**config.mk**
```make
export PLATFORM = sky130hd
export DESIGN_NAME = axi_rd_arbiter
export DESIGN_NICKNAME = d
export VERILOG_FILES = /design/src/rtl/axi_rd_arbiter.sv
export SDC_FILE = /design/constraint.sdc
export NUM_CORES = 1
export LEC_CHECK = 0
export CAP_MARGIN = 25
export CORE_AREA = 2 2 253 255
export DETAILED_ROUTE_END_ITERATION = 6
export DIE_AREA = 0 0 255 257
export GPL_TIMING_DRIVEN = 0
export PLACE_DENSITY_LB_ADDON = 0.08
export SYNTH_ARGS = -nofsm -noshare
export SYNTH_HDL_FRONTEND = slang
export SYNTH_SLANG_ARGS = --single-unit
```
**constraint.sdc**
```tcl
create_clock -name clock -period 4.75 [get_ports clock]
set_clock_uncertainty 0.2 [all_clocks]
set_input_delay 0.95 -clock clock [delete_from_list [all_inputs] [get_ports clock]]
set_output_delay 0.95 -clock clock [all_outputs]
set_load 0.03 [all_outputs]
```
**src/rtl/axi_rd_arbiter.sv**
```systemverilog
// axi_rd_arbiter: round-robin share of one AXI4 read channel between icache (m0) and dcache (m1) fills
module axi_rd_arbiter #(
  parameter int ADDR_W = 64,
  parameter int DATA_W = 128,
  parameter logic [3:0] M0_ID = 4'b0000,
  parameter logic [3:0] M1_ID = 4'b0001
) (
  input  logic              clock,
  input  logic              reset,
  input  logic              m0_arvalid,
  input  logic [ADDR_W-1:0] m0_araddr,
  input  logic [7:0]        m0_arlen,
  input  logic [2:0]        m0_arsize,
  input  logic [1:0]        m0_arburst,
  output logic              m0_arready,
  output logic              m0_rvalid,
  input  logic              m0_rready,
  output logic [DATA_W-1:0] m0_rdata,
  output logic [1:0]        m0_rresp,
  output logic              m0_rlast,
  input  logic              m1_arvalid,
  input  logic [ADDR_W-1:0] m1_araddr,
  input  logic [7:0]        m1_arlen,
  input  logic [2:0]        m1_arsize,
  input  logic [1:0]        m1_arburst,
  output logic              m1_arready,
  output logic              m1_rvalid,
  input  logic              m1_rready,
  output logic [DATA_W-1:0] m1_rdata,
  output logic [1:0]        m1_rresp,
  output logic              m1_rlast,
  output logic              s_arvalid,
  output logic [ADDR_W-1:0] s_araddr,
  output logic [3:0]        s_arid,
  output logic [7:0]        s_arlen,
  output logic [2:0]        s_arsize,
  output logic [1:0]        s_arburst,
  input  logic              s_arready,
  input  logic              s_rvalid,
  output logic              s_rready,
  input  logic [DATA_W-1:0] s_rdata,
  input  logic [1:0]        s_rresp,
  input  logic              s_rlast,
  input  logic [3:0]        s_rid,
  output logic              proto_err
);
  typedef enum logic [1:0] {IDLE, AR, R} state_t;
  state_t state, state_nxt;
  logic rr_last, gnt, gnt_req, grant, hs, in_r, beat_err;
  logic [7:0] beat_cnt, len_q;
  logic [ADDR_W-1:0] addr_q;
  logic [2:0] size_q;
  logic [1:0] burst_q;
  logic [3:0] id_q;
  assign gnt_req = (m0_arvalid && m1_arvalid) ? ~rr_last : m1_arvalid;
  assign grant = (state == IDLE) && (m0_arvalid || m1_arvalid) && !reset;
  assign in_r = (state == R) && !reset;
  assign hs = in_r && s_rvalid && s_rready;
  assign beat_err = (s_rid != id_q) || (s_rlast != (beat_cnt == len_q));
  always_ff @(posedge clock)
    if (reset) state <= IDLE;
    else state <= state_nxt;
  always_comb
    state_nxt = (state == IDLE) ? (grant ? AR : IDLE) :
                (state == AR)   ? (s_arready ? R : AR) :
                                  ((hs && s_rlast) ? IDLE : R);
  always_ff @(posedge clock)
    if (reset) begin
      rr_last   <= 1'b1;
      gnt       <= 1'b0;
      beat_cnt  <= '0;
      proto_err <= 1'b0;
      addr_q    <= '0;
      len_q     <= '0;
      size_q    <= '0;
      burst_q   <= '0;
      id_q      <= M0_ID;
    end else begin
      if (grant) begin
        gnt      <= gnt_req;
        addr_q   <= gnt_req ? m1_araddr : m0_araddr;
        len_q    <= gnt_req ? m1_arlen : m0_arlen;
        size_q   <= gnt_req ? m1_arsize : m0_arsize;
        burst_q  <= gnt_req ? m1_arburst : m0_arburst;
        id_q     <= gnt_req ? M1_ID : M0_ID;
        beat_cnt <= '0;
      end
      if (state == AR && s_arready) rr_last <= gnt;
      if (hs) begin
        beat_cnt <= beat_cnt + 8'd1;
        if (beat_err) proto_err <= 1'b1;
      end
    end
  always_comb begin
    m0_arready = grant && !gnt_req;
    m1_arready = grant && gnt_req;
    s_arvalid  = (state == AR) && !reset;
    s_araddr   = addr_q;
    s_arid     = id_q;
    s_arlen    = len_q;
    s_arsize   = size_q;
    s_arburst  = burst_q;
    s_rready   = in_r && (gnt ? m1_rready : m0_rready);
    m0_rvalid  = in_r && !gnt && s_rvalid;
    m1_rvalid  = in_r && gnt && s_rvalid;
    m0_rlast   = in_r && !gnt && s_rlast;
    m1_rlast   = in_r && gnt && s_rlast;
    m0_rdata   = s_rdata;
    m1_rdata   = s_rdata;
    m0_rresp   = s_rresp;
    m1_rresp   = s_rresp;
  end
endmodule

```
==> tab_implementation.tex <==
\begin{tabular}{lr}
\hline
Metric & Value \\
\hline
\multicolumn{2}{l}{\textbf{Status}} \\
Status & finished clean \\
\multicolumn{2}{l}{\textbf{Synth}} \\
Warning count from the yosys run & 0 \\
Count of unique library cells instantiated by Yosys & 40 \\
Sequential element share of the synthesized area & 29.4\% \\
Synth Area in XOR/XNOR & 1.29\% \\
Per-instance average area after synthesis & 8.68 um\^{}2 \\
Post-synthesis adder-cell area fraction & 0.204\% \\
Prevailing post-synth register cell & dfxtp\_1 \\
Compound-gate portion of the synthesized area & 12.0\% \\
Post-synthesis mux area share & 13.2\% \\
Fraction of registers with async set or reset after synthesis & 0\% \\
Top cells by area in the synthesized netlist & buf\_4 32\%, dfxtp\_1 29\%, mux2i\_1 13\% \\
Netlist Area Pre-Place & 6120 um\^{}2 \\
Post-synthesis simple-gate area fraction & 8.40\% \\
Area fraction of the dominant cell type after synthesis & 32.4\% \\
Post-synthesis instance total & 705 \\
Cell type contributing the most total cell area after synthesis & buf\_4 \\
Top cell types by occurrence after synthesis & 264 x buf\_4, 90 x dfxtp\_1, 86 x nor2\_1, 78 x a211oi\_1, 78 x mux2i\_1 \\
Number of enable-type register cells in the synthesized netlist & 0 \\
Count of state elements after synthesis & 90 \\
Cell with the most instances after synthesis & buf\_4 \\
Dominant combinational cell family by area after synthesis & buffers and inverters \\
\multicolumn{2}{l}{\textbf{Global route}} \\
Global-route wire length before repair & 44900 um \\
Global router's overall resource usage & 9.47\% \\
Largest net degree at the start of global routing & 20 \\
Number of antenna violations at the first check in global routing & 1 \\
Remaining Overflow, GRT & 0 \\
Number of global-route vias before repair & 6561 \\
\multicolumn{2}{l}{\textbf{Floorplanning}} \\
Placeable core area & 62700 um\^{}2 \\
Die Wd & 255 um \\
Starting density of the core & 9.76\% \\
Vertical die dimension & 257 um \\
Die area & 65500 um\^{}2 \\
I/O pin count & 647 \\
Row Count & 92 \\
\multicolumn{2}{l}{\textbf{Place}} \\
Port Buffers & 512 \\
Hpwl dp & 27800 um \\
Placer's final routability congestion estimate & 0.690 \\
\multicolumn{2}{l}{\textbf{Worst setup path}} \\
Largest fanout of any net on the critical path & 19 \\
Setup crit start kind & primary input \\
Cell with the biggest individual delay on the critical path & clkdlybuf4s50\_1 \\
CP Class & in2out \\
Required @ worst endpoint & 3.60 ns \\
Element type at the critical path end & output pin \\
Launching instance or port of the critical path & m1\_arvalid \\
WP buf/inv & 3 \\
Crit path DAT & 3.32 ns \\
Kind of cell adding the most delay to the critical path & buffers and inverters \\
Critical path's most frequent cell & clkdlybuf4s50\_1 \\
Beginning of the worst register-to-register path & state[0] \\
CP Cell Sequence & clkdlybuf4s50\_1 > nor2\_1 > nor3\_1 > clkbuf\_4 > and3\_1 > clkdlybuf4s50\_1 \\
Slowest Stage Delay on Critical Path & 0.78 ns \\
\multicolumn{2}{l}{\textbf{STA}} \\
Period utilization & 94.1\% \\
Max-slew violation total from the final report & 0 \\
Worst hold slack & 0.296 ns \\
Transition time at the pin with the least slew margin & 0.886 ns \\
RSZ-0062 raised after global routing & false \\
Slew Limit Headroom & 41.0\% \\
Number of setup violations in the final report & 0 \\
Number of hold violations in the final report & 0 \\
Fmax & 224 MHz \\
Final critical-path required period & 4.47 ns \\
\multicolumn{2}{l}{\textbf{Clock network}} \\
Number of buffers on the longest clock path & 2 \\
Number of sinks driven by the clock tree & 90 \\
Cts bufs inserted & 9 \\
Clock Root Buffer & clkbuf\_16 \\
Total number of H-tree levels & 3 \\
Insertion delay of the later-clocked pin in the worst-skew pair & 0.37 ns \\
Clock transition at the register clock pins on the worst setup and hold paths after CTS & 0.08 ns \\
TritonCTS clock tree & yes \\
\multicolumn{2}{l}{\textbf{Drt}} \\
DRC violations left & 0 \\
Detailed Route WL & 32600 um \\
Total number of vias & 6426 \\
Pre-antenna DRT Iters & 4 \\
Detailed-route vias per instance & 3.09 \\
Post-route ant nets & 0 \\
Routed wire length per instance & 15.7 um \\
Iteration-0 DRC Markers & 154 \\
\multicolumn{2}{l}{\textbf{Worst hold path}} \\
Worst hold-check path type & reg2reg \\
Launch instance of the worst min-delay path & rr\_last \\
\multicolumn{2}{l}{\textbf{Layout}} \\
P\&R area growth vs syn & 106\% \\
Area used by multi-input combinational logic & 2160 um\^{}2 \\
Reg area & 1800 um\^{}2 \\
Count of fill cells added during filler insertion & 6935 \\
Number of nets in the final layout & 1526 \\
Utilization after layout & 20.1\% \\
Fraction of final layout cells with drive strength greater than 1 & 24.5\% \\
\multicolumn{2}{l}{\textbf{Power}} \\
VDD IR max & 0.164 mV \\
Pwr dens & 258 nW/um\^{}2 \\
Pleak & 5.03 nW \\
\multicolumn{2}{l}{\textbf{Run}} \\
Number of max-cap violations & 0 \\
\hline
\end{tabular}
[layout by cell type (no fill, tap or decap), drive strengths merged, types with 2 or more instances in the layout]
master,n
a211oi,78
a21oi,5
a311oi,3
a31oi,2
and3,3
buf,283
clkbuf,28
clkdlybuf4s50,512
clkinv,5
conb,3
dfxtp,90
inv,4
mux2,2
mux2i,78
nand2,7
nand3,3
nor2,86
nor3,5
nor3b,3
nor4,2
o21ai,3
or3,3
xor2,9
[sequential cells by signal, indices dropped and copies added (netlist names)]
register   flops
s_araddr      64
beat_cnt       8
s_arlen        8
s_arsize       3
s_arburst      2
state          2
gnt            1
proto_err      1
rr_last        1
[logic make-up (layout without fill, tap and decap cells)]
| kind of cell | after synthesis | count (layout) |
|---|---|---|
| muxes | 80 | 80 |
| adders and majority gates | 1 | 1 |
| xor gates and xnor gates | 9 | 9 |
| AOI/OAI and AO/OA | 99 | 99 |
| DFF | 90 | 90 |
| and+or+nand+nor | 118 | 118 |
| buffers and inverters | 307 | 833 |
| other | 1 | 4 |
[report_power, final]
group	total [W]	switching, W	internal (W)
clock network	0.000783	0.000370	0.000413
logic	0.00157	0.000838	0.000728
registers	0.000909	0.0000563	0.000852
[worst min-delay path, delay by kind of cell, from the launching register on]
| family | cells | cell delay (ns) |
|---|---|---|
| AO/OA/AOI/OAI | 1 | 0.07 |
| flip-flops | 1 | 0.32 |
| AND/OR/NAND/NOR | 1 | 0.05 |
[final cells by class]
cell class | instances | area share [%]
diodes | 1 | 0.0198
plain buffers | 302 | 17.1
clock buffers | 9 | 1.79
clock inverters | 7 | 0.625
inverters | 3 | 0.0893
multi-input cells | 310 | 17.1
flip-flops and latches | 90 | 14.3
well taps | 846 | 8.39
repair buffers | 512 | 40.6
[per-stage QoR]
step | total power [W] | TNS [ns] | setup slack, ns | instances | area (um^2)
finish | 0.00326 | 0 | 0.280 | 2080 | 12600
global route | 0.00345 | 0 | 0.0620 | 2079 | 12600
CTS | 0.00336 | 0 | 0.176 | 2079 | 12600
detailed placement | 0.00253 | -0.714 | -0.714 | 2065 | 12300
global placement | 0.00253 | -0.746 | -0.746 | 2065 | 12300
floorplan | 0.00180 | 0 | 1.27 | 707 | 6130
[metal layers]
metal | track usage (%) | up-vias | wire [um]
li1 | - | 3186 | -
met1 | 9.90 | 2930 | 11900
met2 | 18.3 | 286 | 17800
met3 | 2.25 | 22 | 2330
met4 | 3.07 | 2 | 561
met5 | 0 | - | 10
[repair_timing]
item	in CTS	in global routing
setup endpoints to repair	1	0
hold buffers	0	0
buffers inserted	0	0
gates resized for setup	2	0
[final timing paths]
check / end / cells after the start / slack, ns
worst max-delay path: m1_arready / 6 / 0.28
worst min-delay path: rr_last / 2 / 0.30
worst min register to register: rr_last / 2 / 0.30
worst max register to register: s_arsize[1] / 5 / 2.15
No activity file was read; power rests on OpenSTA's default activity.
